[src/rtl/hazard_fwd_ctrl.sv]
// Hazard and forwarding control for a 5-stage (F/D/E/M/W) pipeline.
// Tracks {dest reg, result source, Tnew} for the instructions in E, M and W,
// and from those records plus the D-stage operands derives the D-stage stall
// and the forwarding-select codes for the D comparators, E ALU operands and
// M store data.
module hazard_fwd_ctrl #(
    parameter int REG_W = 5
) (
    input  logic             clk,
    input  logic             reset,
    input  logic [REG_W-1:0] rs_D,
    input  logic [REG_W-1:0] rt_D,
    input  logic [1:0]       tuse_rs_D,
    input  logic [1:0]       tuse_rt_D,
    input  logic [REG_W-1:0] a3_D,
    input  logic [1:0]       res_D,
    output logic             stall,
    output logic [2:0]       mcmp1_D,
    output logic [2:0]       mcmp2_D,
    output logic [2:0]       malua_E,
    output logic [2:0]       malub_E,
    output logic [2:0]       mwdm_M
);

    localparam logic [1:0] RES_NONE = 2'd0;
    localparam logic [1:0] RES_ALU  = 2'd1;
    localparam logic [1:0] RES_DM   = 2'd2;
    localparam logic [1:0] RES_PC   = 2'd3;

    localparam logic [2:0] SEL_NONE  = 3'd0;
    localparam logic [2:0] SEL_M_ALU = 3'd1;
    localparam logic [2:0] SEL_M_PC  = 3'd2;
    localparam logic [2:0] SEL_W_ALU = 3'd3;
    localparam logic [2:0] SEL_W_DM  = 3'd4;
    localparam logic [2:0] SEL_W_PC  = 3'd5;

    typedef struct packed {
        logic [REG_W-1:0] a3;
        logic [1:0]       res;
        logic [1:0]       tnew;
    } rec_t;

    rec_t             rec_d;
    rec_t             rec_e;
    rec_t             rec_m;
    rec_t             rec_w;
    logic [REG_W-1:0] rs_e;
    logic [REG_W-1:0] rt_e;
    logic [REG_W-1:0] rt_m;
    logic             stall_rs;
    logic             stall_rt;

    // Register 0 is hardwired zero, so it never names a real producer.
    function automatic logic rec_match(input rec_t p, input logic [REG_W-1:0] r);
        return (r != '0) && (p.a3 == r);
    endfunction

    // Moving one stage down the pipe brings the result one cycle closer.
    function automatic rec_t rec_advance(input rec_t p);
        rec_t q;
        q      = p;
        q.tnew = (p.tnew == 2'd0) ? 2'd0 : p.tnew - 2'd1;
        return q;
    endfunction

    // Mux code for a ready producer sitting in M (is_m = 1) or W (is_m = 0).
    // A producer whose value is not ready yet yields no forward.
    function automatic logic [2:0] fwd_code(input rec_t p, input logic is_m);
        logic [2:0] code;
        code = SEL_NONE;
        if (p.tnew == 2'd0) begin
            if (is_m) begin
                case (p.res)
                    RES_ALU: code = SEL_M_ALU;
                    RES_PC:  code = SEL_M_PC;
                    default: code = SEL_NONE;
                endcase
            end else begin
                case (p.res)
                    RES_ALU: code = SEL_W_ALU;
                    RES_DM:  code = SEL_W_DM;
                    RES_PC:  code = SEL_W_PC;
                    default: code = SEL_NONE;
                endcase
            end
        end
        return code;
    endfunction

    // Youngest producer wins: a match in M masks any older match in W.
    function automatic logic [2:0] fwd_mw(input logic [REG_W-1:0] r,
                                          input rec_t pm, input rec_t pw);
        logic [2:0] code;
        code = SEL_NONE;
        if (rec_match(pm, r)) begin
            code = fwd_code(pm, 1'b1);
        end else if (rec_match(pw, r)) begin
            code = fwd_code(pw, 1'b0);
        end
        return code;
    endfunction

    // A producer still in E has nothing to forward yet; it also masks M and W.
    function automatic logic [2:0] fwd_emw(input logic [REG_W-1:0] r, input rec_t pe,
                                           input rec_t pm, input rec_t pw);
        logic [2:0] code;
        code = SEL_NONE;
        if (!rec_match(pe, r)) begin
            code = fwd_mw(r, pm, pw);
        end
        return code;
    endfunction

    // Build the record a D instruction will carry into E (PC link is muxed from M onwards).
    always_comb begin
        rec_d      = '0;
        rec_d.a3   = a3_D;
        rec_d.res  = res_D;
        case (res_D)
            RES_ALU: rec_d.tnew = 2'd1;
            RES_DM:  rec_d.tnew = 2'd2;
            RES_PC:  rec_d.tnew = 2'd1;
            default: rec_d      = '0;
        endcase
        if (res_D == RES_NONE) begin
            rec_d = '0;
        end
    end

    // Stall when a producer in E or M cannot deliver in time for the operand's use.
    always_comb begin
        stall_rs = (rec_match(rec_e, rs_D) && (rec_e.tnew > tuse_rs_D)) ||
                   (rec_match(rec_m, rs_D) && (rec_m.tnew > tuse_rs_D));
        stall_rt = (rec_match(rec_e, rt_D) && (rec_e.tnew > tuse_rt_D)) ||
                   (rec_match(rec_m, rt_D) && (rec_m.tnew > tuse_rt_D));
        stall    = stall_rs || stall_rt;
    end

    // Forward selects for the D comparators, E ALU operands and M store data.
    always_comb begin
        mcmp1_D = fwd_emw(rs_D, rec_e, rec_m, rec_w);
        mcmp2_D = fwd_emw(rt_D, rec_e, rec_m, rec_w);
        malua_E = fwd_mw(rs_e, rec_m, rec_w);
        malub_E = fwd_mw(rt_e, rec_m, rec_w);
        mwdm_M  = rec_match(rec_w, rt_m) ? fwd_code(rec_w, 1'b0) : SEL_NONE;
    end

    // Pipeline of producer records; a stall turns the E entry into a bubble.
    always_ff @(posedge clk) begin
        if (reset) begin
            rec_e <= '0;
            rec_m <= '0;
            rec_w <= '0;
            rs_e  <= '0;
            rt_e  <= '0;
            rt_m  <= '0;
        end else begin
            rec_w <= rec_advance(rec_m);
            rec_m <= rec_advance(rec_e);
            rt_m  <= rt_e;
            if (stall) begin
                rec_e <= '0;
                rs_e  <= '0;
                rt_e  <= '0;
            end else begin
                rec_e <= rec_d;
                rs_e  <= rs_D;
                rt_e  <= rt_D;
            end
        end
    end

endmodule

[config.mk]
export PLATFORM = sky130hd
export DESIGN_NAME = hazard_fwd_ctrl
export DESIGN_NICKNAME = d
export VERILOG_FILES = /design/src/rtl/hazard_fwd_ctrl.sv
export SDC_FILE = /design/constraint.sdc
export NUM_CORES = 1
export LEC_CHECK = 0
export CORE_MARGIN = 3
export CORE_UTILIZATION = 45
export CTS_CLUSTER_DIAMETER = 200
export DETAILED_ROUTE_END_ITERATION = 8
export PLACE_DENSITY_LB_ADDON = 0.08
export SYNTH_ARGS = -nofsm -noshare
export SYNTH_HDL_FRONTEND = slang
export SYNTH_SLANG_ARGS = --single-unit
[constraint.sdc]
create_clock -name clk -period 4.95 [get_ports clk]
set_clock_uncertainty 0.1 [all_clocks]
set_input_delay 0.495 -clock clk [delete_from_list [all_inputs] [get_ports clk]]
set_output_delay 0.495 -clock clk [all_outputs]
set_load 0.05 [all_outputs]
==> reports/metrics.yaml, run 1 <==
ys_warn_count: 0
netlist_area_um2: 2460
synth_edf_count: 0
gr-total-overflow: 0
cts-resized-gates: 0
grt_max_degree: 25
cp.arrival_ns: 3.27
cap_violations: 0
critical-path-max-stage-delay_ns: 0.79
final-hold-violation-count: 0
vdd_ir_drop_max_uv: 144
synth_ff_type: "dfxtp_1"
yosysUniqueCellTypes: 38
via_per_inst: 5.05
max_freq_mhz: 259
p_per_area_nw_per_um2: 248
grt_usage: 0.183
antenna_cells: 0
critical_path_class: "in2out"
drt_wl_total_um: 5570
htree_levels: 2
p_leak_uw: 0.00113
first_pass_iters: 4
cts.sinks: 42
min_path_type: "reg2reg"
die_w_um: 79.9
avgSynthCellArea_um2: 9.11
cp_max_fo: 20
finalNonFillerCells: 370
drive_above_1_share: 0.0933
dieArea_um2: 6390
drt_iter0_drc: 91
whs_ns: 0.324
numCtsBuffers: 5
coreArea_um2: 5200
cts_tree: "yes"
rsz0062_at_grt: "no"
cp_slowest_cell: "clkdlybuf4s50_1"
placedCellCount: 362
clkTransAtPathRegs_ns: 0.08
period_share: 0.780
relSlewSlack: 0.361
ant_nets: 0
ios: 39
post_cts_buffers: 0
worst-path-buf-inv: 3
syn2layout_area_growth_pct: 20.1
antenna_found_initial: 0
holdBufCountCts: 0
port_buffers: 38
grt_pass1_wl_um: 8870
period_needed_ns: 3.86
gp_congestion: 0.806
dp_hpwl_um: 4260
die_h_um: 79.9
vias: 1868
synth-seq-area-share: 0.342
drc: 0
cpLargestDelayFamily: "buffers and inverters"
row_count: 26
finalSetupViolCount: 0
syn_nets: 303
cp.required_ns: 4.36
startpoint_type: "input port"
cp-end-kind: "output port"
fin_nets: 332
reg2reg_slack_ns: 2.82
clk_latency_ns: 0.30
setup_tns_ns: 0
start_util: 0.472
outcome: "finished, final reports clean"
crit_path_frequent_cell: "clkdlybuf4s50_1"
worst_pin_slew_ns: 0.955
cts_root_buffer: "clkbuf_8"
synth-async-reset-ratio: 0
syn_inst: 270
slew_violations: 0
ys_ff_latch: 42
crit_chain: "clkdlybuf4s50_1 > xnor2_1 > nand3_1 > nor4_2 > o2bb2ai_2 > buf_4 > or2_1 > clkdlybuf4s50_1"
first_global_vias: 1736
wl_per_cell_um: 15.1
clock_tree.buffer_depth: 2
[cell type report]
type | instances | area [um2]
fill | 495 | 2250
clock inverter | 2 | 13.8
tap | 70 | 87.6
clock buffer | 6 | 72.6
multi-input combinational | 199 | 1500
inverter | 10 | 37.5
sequential | 42 | 841
timing repair buffer | 41 | 403
[cells in the mapped netlist, drive strengths merged (6+ instances only)]
| cell | number | area share |
|---|---|---|
| nand2 | 14 | 0.021 |
| xor2 | 26 | 0.093 |
| nor3 | 18 | 0.037 |
| buf | 6 | 0.016 |
| nor2 | 16 | 0.027 |
| nor4 | 7 | 0.023 |
| nor2b | 20 | 0.051 |
| dfxtp | 42 | 0.34 |
| inv | 10 | 0.015 |
| clkbuf | 13 | 0.020 |
| xnor2 | 28 | 0.10 |
| a21oi | 10 | 0.020 |
| nor4b | 12 | 0.077 |
| nand3 | 9 | 0.018 |
| ha | 10 | 0.051 |
[per-stage QoR]
step	power, uW	worst slack, ns	instance area, um2	utilization
finish	732	1.09	2950	0.567
global route	767	0.901	2950	0.567
CTS	737	1.08	2950	0.567
detailed placement	519	1.08	2870	0.551
global placement	518	1.15	2870	0.551
floorplan	472	1.57	2460	-
[sequential cells by signal (all words and copies together), names as in the netlist]
signal	flops
rec_e	9
rt_m	5
rs_e	5
rec_m	9
rec_w	9
rt_e	5
[worst reg2reg max path: stages (launching register included)]
cell     delay (ns)
dfxtp_1        0.55
xnor2_1        0.16
nand3_1        0.11
nor4_2         0.47
a32o_1         0.20
buf_4          0.28
nor4b_2        0.10
[kinds of logic (layout without fill, tap and decap cells)]
group | after synthesis | count (layout) | synth area share
and+or+nand+nor | 114 | 114 | 0.308
xor gates and xnor gates | 54 | 54 | 0.192
DFF | 42 | 42 | 0.342
buffers and inverters | 29 | 59 | 0.0514
AOI/OAI and AO/OA | 21 | 21 | 0.0555
adders and majority gates | 10 | 10 | 0.0509
[cells in the final DEF, fill, tap and decap left out, drive strengths merged]
cell            n
o211ai          1
buf             3
o22ai           1
nand4           2
inv            10
nand3b          5
o31ai           2
nand3           9
nor4b          12
or4             3
nor2           16
and2            2
ha             10
a21oi          10
nor4            7
clkdlybuf4s50  38
clkinv          2
o32ai           1
nand2          14
clkbuf          6
dfxtp          42
a22oi           2
or2             2
nor3           18
nand4b          2
a32o            1
and3            1
nor2b          20
a211oi          2
xor2           26
xnor2          28
o2bb2ai         1
nand2b          1
[report_power, final]
| part | leakage (uW) | switching, uW | internal (uW) |
|---|---|---|---|
| sequential | 0.000346 | 20.0 | 355 |
| combinational | 0.000736 | 66.9 | 69.2 |
| clock | 0.0000452 | 121 | 99.7 |
[final timing paths]
path	depth (start not counted)	to	start
worst max register to register	6	rt_e[4]	rec_m[6]
worst max-delay path	8	stall	rs_D[2]
worst min-delay path	1	rec_w[0]	rec_m[0]
worst min register to register	1	rec_w[0]	rec_m[0]
[layer usage]
metal	up-vias	part of all wire	track usage
met5	-	0	0
li1	975	-	-
met1	837	0.50	0.260
met2	52	0.45	0.287
met3	4	0.046	0.0305
met4	0	0.0083	0.0456
Power figures use the tool's default switching activity.
==> run 2, diff against run 1 <==
==> constraint.sdc (replaced) <==
create_clock -name clk -period 3.2 [get_ports clk]
set_clock_uncertainty 0.1 [all_clocks]
set_input_delay 0.32 -clock clk [delete_from_list [all_inputs] [get_ports clk]]
set_output_delay 0.32 -clock clk [all_outputs]
set_load 0.05 [all_outputs]
==> run 2 against run 1 <==
Net effect:
- total power increased by 57%
- via count up 1.8%
- final cell count increased by 1.6%
- global-route usage up 0.94 points
- critical path type is now reg2out
- largest power group unchanged
==> reports/metrics.yaml, run 2 (synthesis gave the netlist of run 1 again) <==
wl_per_cell_um: 14.8  # -1.8%
drive_above_1_share: 0.134  # +0.0407
final_common_cell: "dfxtp_1"
cts_root_buffer: "clkbuf_8"
period_needed_ns: 3.03
cap_violations: 0  # unchanged
ios: 39  # unchanged
fin_nets: 338  # +1.8%
die_w_um: 79.9  # unchanged
numCtsBuffers: 5  # unchanged
seqCellArea_um2: 841  # unchanged
cts_tree: "yes"
critical_path_class: "reg2out"
rsz0062_at_grt: "no"
die_h_um: 79.9  # unchanged
start_util: 0.472  # unchanged
antenna_cells: 0  # unchanged
via_per_inst: 5.06  # +0.14%
setup_tns_ns: 0  # unchanged
first_pass_iters: 4  # unchanged
drt_iter0_drc: 77  # -15%
clock_tree.buffer_depth: 2  # unchanged
syn2layout_area_growth_pct: 23.5
period_share: 0.946
dp_hpwl_um: 4290  # +0.90%
drt_wl_total_um: 5560  # -0.20%
total_power_uw: 1150  # +57%
ant_nets: 0  # unchanged
cts.sinks: 42  # unchanged
final-hold-violation-count: 0  # unchanged
gp_congestion: 0.864  # +7.2%
holdBufCountCts: 0  # unchanged
antenna_found_initial: 0  # unchanged
vdd_ir_drop_max_uv: 260  # +81%
cp.arrival_ns: 2.61  # -0.66 ns
vias: 1901  # +1.8%
coreArea_um2: 5200  # unchanged
whs_path_depth: 1  # unchanged
port_buffers: 38  # unchanged
multiInputGateArea_um2: 1500  # unchanged
dieArea_um2: 6390  # unchanged
startpoint_type: "flip-flop"
worst_pin_slew_ns: 0.743  # -0.212 ns
cp-end-kind: "output port"
cp_max_fo: 5  # -75%
max_freq_mhz: 330
drc: 0  # unchanged
finalSetupViolCount: 0  # unchanged
reg.largest.list: "rec_e (9), rec_m (9), rec_w (9)"
clk_latency_ns: 0.29  # about the same
r2r_cells: 6  # unchanged
p_per_area_nw_per_um2: 378  # +53%
gr-total-overflow: 0  # unchanged
grt_pass1_wl_um: 9360  # +5.5%
slew_violations: 0  # unchanged
outcome: "finished, final reports clean"
mostFrequentLayoutCells: "42 x dfxtp_1, 31 x clkdlybuf4s50_1, 28 x xnor2_1"
p_leak_uw: 0.00119  # +5.3%
row_count: 26  # unchanged
grt_usage: 0.192  # +0.00944
nFillCells: 479  # -3.2%
cp.required_ns: 2.78  # -1.58 ns
cts-resized-gates: 0  # unchanged
grt_max_degree: 20  # -20%
first_global_vias: 1816  # +4.6%
htree_levels: 2  # unchanged
clkTransAtPathRegs_ns: 0.08  # about the same
min_path_type: "reg2reg"
post_cts_buffers: 0  # unchanged
relSlewSlack: 0.503  # +0.142
run 2: metrics by stage:
stage,setup slack (ns),area (um2),instances,hold slack [ns],utilization
finish,0.173,3040,376,0.323,0.583
global route,0.0292,3040,376,0.344,0.583
CTS,0.157,3040,376,0.324,0.583
detailed placement,0.367,2940,368,0.311,0.566
global placement,0.402,2940,368,0.310,0.566
floorplan,0.167,2460,270,0.300,-
run 2: critical path, cell delays in order (launching register included):
cell and delay [ns]:
dfxtp_1 0.35, or4_1 0.52, nor2_1 0.13, nor4_1 0.08, buf_4 0.15, o31ai_1 0.23, clkdlybuf4s50_1 0.85
run 2: path summary, 6_finish.rpt:
check / endpoint / slack (ns) / startpoint
setup / recovery: malub_E[1] / 0.17 / rt_e[1]
hold / removal: rec_m[0] / 0.32 / rec_e[0]
setup reg to reg: rs_e[4] / 1.08 / rec_m[6]
hold reg to reg: rec_m[0] / 0.32 / rec_e[0]
run 2: power breakdown:
part / internal (uW) / switching (uW) / total, uW
logic: 113 / 108 / 220
clock network: 174 / 178 / 352
registers: 549 / 27.8 / 577
run 2: area by class of cell:
type,count,area share
clock buffers,7,0.0284
clock inverters,1,0.00165
inverters,10,0.0124
multi-input cells,199,0.493
flip-flops and latches,42,0.277
well taps,70,0.0289
repair buffers,47,0.158
run 2: layer usage:
metal | track usage | routed length, um | up-vias
met5 | 0 | 0 | -
met4 | 0.0625 | 74 | 0
met3 | 0.0485 | 233 | 7
met2 | 0.298 | 2590 | 35
met1 | 0.261 | 2660 | 872
li1 | - | - | 987
==> edit 1: new RTL, config.mk and constraints of run 2 <==
`REG_W`: 5 -> 10.
--- a/src/rtl/hazard_fwd_ctrl.sv
+++ b/src/rtl/hazard_fwd_ctrl.sv
@@ -4,7 +4,7 @@
 // and the forwarding-select codes for the D comparators, E ALU operands and
 // M store data.
 module hazard_fwd_ctrl #(
-    parameter int REG_W = 5
+    parameter int REG_W = 10
 ) (
     input  logic             clk,
     input  logic             reset,
Ports: changed (resized a3_D, rs_D and rt_D); port bits go from 39 to 54. The function was not compared with the original's and may differ.
==> edit 1 against run 2 <==
  * Design area up 59%
  * Hold slack improved by 0.0068 ns
  * First-iteration DRC count rose by 18%
  * Sequential cell count is 30 higher
  * Worst setup slack lost 0.053 ns
  * Synthesized area rose by 61%
  * Power up 69%
  * Routed wire length grew 88%
  * Global-route usage is 2.8 points higher
  * Critical path type unchanged
  * Critical endpoint is now mwdm_M[1]
==> edit 1: results (changes against run 2) <==
Total Wirelength=10.47 mm (was 5.563 mm); FF-to-FF setup slack=0.83 ns (was 1.08 ns); global-route wire length before repair=16.73 mm (was 9.356 mm); critical path launch point=rec_w[11]$_SDFF_PP0_ (was rt_e[1]$_SDFF_PP0_); normalized max-slew margin=0.3695 (was 0.5032); peak supply drop=0.1852 mV (was 0.2597 mV); largest net degree at the start of global routing=31 (was 20); Synth cell types=35 (was 38); Hold Crit Class=flop to flop (unchanged); # diodes=0 (unchanged); async set-reset flop share out of synthesis=0 (unchanged); Avg Cell Area, Syn=9.448 µm² (was 9.106 µm²); Placement Setup Slack=0.3069 ns (was 0.3666 ns); Crit Reg-Reg Startpoint=rec_m[0]$_SDFF_PP0_ (was rec_m[6]$_SDFF_PP0_); post-DR vias/cell=5.348 (was 5.056); synth top area cells=dfxtp_1, xor2_1, xnor2_1 (was dfxtp_1, xnor2_1, xor2_1); crit path max-delay cell type=clkdlybuf4s50_1 (unchanged); H-tree depth=3 (was 2); Syn Nets=467 (was 303); worst hold start=rec_m[0]$_SDFF_PP0_ (was rec_e[0]$_SDFF_PP0_); share of cells above drive strength 1=0.1021 (was 0.1340); I/O Buffers=53 (was 38); WHS Endpoint=rec_w[0]$_SDFF_PP0_ (was rec_m[0]$_SDFF_PP0_); root buffer cell=clkbuf_8 (unchanged); post-layout net count=513 (was 338); TritonCTS Buffers=9 (was 5); DR pass1 iterations=4 (unchanged); Pleak=1.976 nW (was 1.187 nW); Post-Place Cells=559 (was 368); worst setup margin=0.1198 ns (was 0.1733 ns); clk_lat worst skew=0.35 ns (was 0.29 ns); # fillers=779 (was 479); FF-to-FF End=rt_e[7]$_SDFF_PP0_ (was rs_e[4]$_SDFF_PP0_); Detail Placement HPWL=8.142 mm (was 4.295 mm); routability cong.=0.8994 (was 0.8642); final std cells w/o fill=575 (was 376); hold_ws=0.3296 ns (was 0.3228 ns); Critical Path AT=2.66 ns (was 2.61 ns); reg2reg path depth=8 (was 6); post-CTS setup buffer count=0 (unchanged); status=finished, final reports clean (unchanged); hold depth=1 (unchanged); Critical Path Sink=mwdm_M[1] (was malub_E[1]); vias in the first global route=3121 (was 1816); slowest cell delay on critical path=0.80 ns (was 0.85 ns); initial DRC count=91 (was 77); Post-synth top cells=dfxtp_1, xor2_1, xnor2_1 (was dfxtp_1, xnor2_1, xor2_1); dpl cell area=0.004632 mm² (was 0.002944 mm²); Total GRT Usage=0.2206 (was 0.1925); Seq/Total Area, Yosys=0.3641 (was 0.3420); largest registers=rec_e (14), rec_m (14), rec_w (14) (was rec_e (9), rec_m (9), rec_w (9))
-- edit 1: kinds of logic (layout without fill, tap and decap cells) --
family	Yosys count	after routing	share of synthesized area
fa+ha+maj	10	10	0.03161
flops	72	72	0.3641
xor+xnor	109	109	0.2412
simple gates	171	171	0.2892
buf+inv	42	93	0.04867
compound gates	15	15	0.02528
-- edit 1: power by group --
part           internal (mW)  leakage, nW  switching (mW)
clock                  0.304       0.0887           0.362
sequential             0.936        0.593          0.0555
combinational          0.156         1.29           0.132
total                   1.40         1.98           0.549
-- edit 1: metal layers --
layer,vias up,routed length (µm),GRT usage
li1,1527,-,-
met1,1452,4822,0.2908
met2,83,4976,0.3658
met5,-,0,0
met3,13,520,0.04378
met4,0,148,0.06513
-- edit 1: layout make-up --
type	instances	area, µm²	share of cell area
multi-input cells	305	2325	0.4811
flip-flops and latches	72	1441	0.2983
repair buffers	66	713.2	0.1476
clock buffers	10	137.6	0.02848
well taps	105	131.4	0.02719
clock inverters	6	42.54	0.008804
inverters	11	41.29	0.008545
==> edit 2: new RTL, settings of run 2 <==
Made on the original files. Make the reset (`reset`) asynchronous in one clocked block.
--- a/src/rtl/hazard_fwd_ctrl.sv
+++ b/src/rtl/hazard_fwd_ctrl.sv
@@ -146,7 +146,7 @@
     end
 
     // Pipeline of producer records; a stall turns the E entry into a bubble.
-    always_ff @(posedge clk) begin
+    always_ff @(posedge clk or posedge reset) begin
         if (reset) begin
             rec_e <= '0;
             rec_m <= '0;
Formal check against the unedited RTL: differs if reset is asserted again (counterexample within 4 cycles, from zero or initial values and one cycle with reset high); with reset held inactive, the same outputs for 10 cycles.
==> edit 2 against run 2 <==
  * Sequential power increased by 9.4%
  * Hold slack got worse by 0.053 ns
  * Design area decreased by 1.7%
  * Highest routed layer unchanged
  * Worst setup slack got worse by 0.054 ns
  * Global-route usage decreased by 0.36 points
  * Power increased by 8.9%
  * Synthesized area decreased by 1.4%
  * Routed wire length increased by 0.47%
  * Register-to-register slack got worse by 0.02 ns
  * Sequential cell count unchanged
  * Clock power decreased by 2%
  * Fmax decreased by 1.7%
  * Largest power group unchanged
==> edit 2: results (changes against run 2) <==
status=finished, final reports clean (unchanged); Placement Setup Slack=0.4319 ns (was 0.3666 ns); vias in the first global route=1829 (was 1816); Synth Flop Type=dfrtp_1 (was dfxtp_1); Syn Nets=276 (was 303); hold_ws=0.2694 ns (was 0.3228 ns); global-route wire length before repair=9.101 mm (was 9.356 mm); worst hold start=rec_m[2]$_DFF_PP0_ (was rec_e[0]$_SDFF_PP0_); Crit Reg-Reg Startpoint=rec_m[7]$_DFF_PP0_ (was rec_m[6]$_SDFF_PP0_); root buffer cell=clkbuf_8 (unchanged); post-synthesis mux area share=0 (unchanged); # fillers=451 (was 479); I/O Buffers=38 (unchanged); Post-Place Cells=346 (was 368); Pleak=1.280 nW (was 1.187 nW); async set-reset flop share out of synthesis=1.000 (was 0); WHS Endpoint=rec_w[2]$_DFF_PP0_ (was rec_m[0]$_SDFF_PP0_); FF-to-FF End=rec_e[7]$_DFF_PP0_ (was rs_e[4]$_SDFF_PP0_); initial antenna violation count=0 (unchanged); FF-to-FF setup slack=1.06 ns (was 1.08 ns); adder-cell share of the synthesized area=0.04128 (was 0.05089); Routed WL per cell=15.79 µm (was 14.80 µm); Post-CTS Resized=0 (unchanged); # diodes=0 (unchanged); largest net degree at the start of global routing=43 (was 20); largest registers=rec_e (9), rec_m (9), rec_w (9) (unchanged); Synth cell types=33 (was 38); Total GRT Usage=0.1889 (was 0.1925); H-tree depth=2 (unchanged); Synth Area in Compound Gates=0.06295 (was 0.05547); synth top area cells=dfrtp_1, xor2_1, xnor2_1 (was dfxtp_1, xnor2_1, xor2_1); clk buf depth=2 (unchanged); critical-path maximum fanout=6 (was 5); clk_lat worst skew=0.29 ns (about the same); Hold Crit Class=flop to flop (unchanged); peak supply drop=0.2537 mV (was 0.2597 mV); dpl cell area=0.002893 mm² (was 0.002944 mm²); routed via count=1853 (was 1901); DR pass1 iterations=4 (unchanged); routability cong.=0.9119 (was 0.8642); Detail Placement HPWL=4.408 mm (was 4.295 mm); initial DRC count=105 (was 77); share of cells above drive strength 1=0.1162 (was 0.1340); Post-synth top cells=dfrtp_1, xor2_1, nor3_1 (was dfxtp_1, xnor2_1, xor2_1); post-CTS setup buffer count=0 (unchanged); post-layout net count=314 (was 338); TritonCTS Buffers=5 (unchanged); Critical Path AT=2.66 ns (was 2.61 ns); Seq/Total Area, Yosys=0.4334 (was 0.3420); Synth Instances=245 (was 270); Yosys warning total=0 (unchanged); normalized max-slew margin=0.6026 (was 0.5032); post-DR vias/cell=5.234 (was 5.056); post-synthesis xor/xnor area fraction=0.1950 (was 0.1924); reg2reg path depth=6 (unchanged); hold depth=0 (was 1)
## edit 2: power breakdown
group / total (mW) / internal, mW / switching, mW / leakage [nW]
Combinational: 0.276 / 0.134 / 0.142 / 0.721
Sequential: 0.631 / 0.571 / 0.0601 / 0.511
Clock: 0.344 / 0.174 / 0.170 / 0.0482
Total: 1.25 / 0.879 / 0.372 / 1.28
## edit 2: kinds of logic (layout without fill, tap and decap cells)
group	count (synthesis)	after routing
xor gates and xnor gates	54	54
and+or+nand+nor	86	86
AOI/OAI and AO/OA	23	23
DFF	42	42
adders and majority gates	8	8
buffers and inverters	32	71
## edit 2: per-layer routing
layer / vias up / track usage / part of all wire
met5: - / 0 / 0
met4: 0 / 0.06701 / 0.015
met3: 6 / 0.03950 / 0.050
met2: 57 / 0.2929 / 0.46
met1: 885 / 0.2616 / 0.48
li1: 905 / - / -
## edit 2: area by class of cell
| type | count | area [µm²] | share of cell area |
|---|---|---|---|
| clock inverters | 1 | 5.005 | 0.001677 |
| flip-flops and latches | 42 | 1051 | 0.3522 |
| repair buffers | 42 | 430.4 | 0.1442 |
| well taps | 70 | 87.58 | 0.02935 |
| multi-input cells | 171 | 1245 | 0.4172 |
| inverters | 21 | 78.83 | 0.02642 |
| clock buffers | 7 | 86.33 | 0.02893 |
## edit 2: worst max path at each step
stage,startpoint,endpoint,slack (ns),depth (start not counted)
floorplan,rec_w[8]$_DFF_PP0_,mcmp1_D[2],0.54,6
finish,rec_w[8]$_DFF_PP0_,mwdm_M[0],0.12,6
CTS,rec_w[8]$_DFF_PP0_,mwdm_M[0],0.12,6
global placement,rec_w[8]$_DFF_PP0_,mwdm_M[2],0.46,6
detailed placement,rec_w[8]$_DFF_PP0_,mwdm_M[0],0.43,6
global route,rec_w[8]$_DFF_PP0_,mwdm_M[0],0.03,6
## edit 2: critical path: stages, from the launching register on
cell	delay, ns
dfrtp_1	0.57
nor4_1	0.08
nor3_1	0.14
a21oi_1	0.05
or4_1	0.58
nor2_1	0.13
clkdlybuf4s50_1	0.82
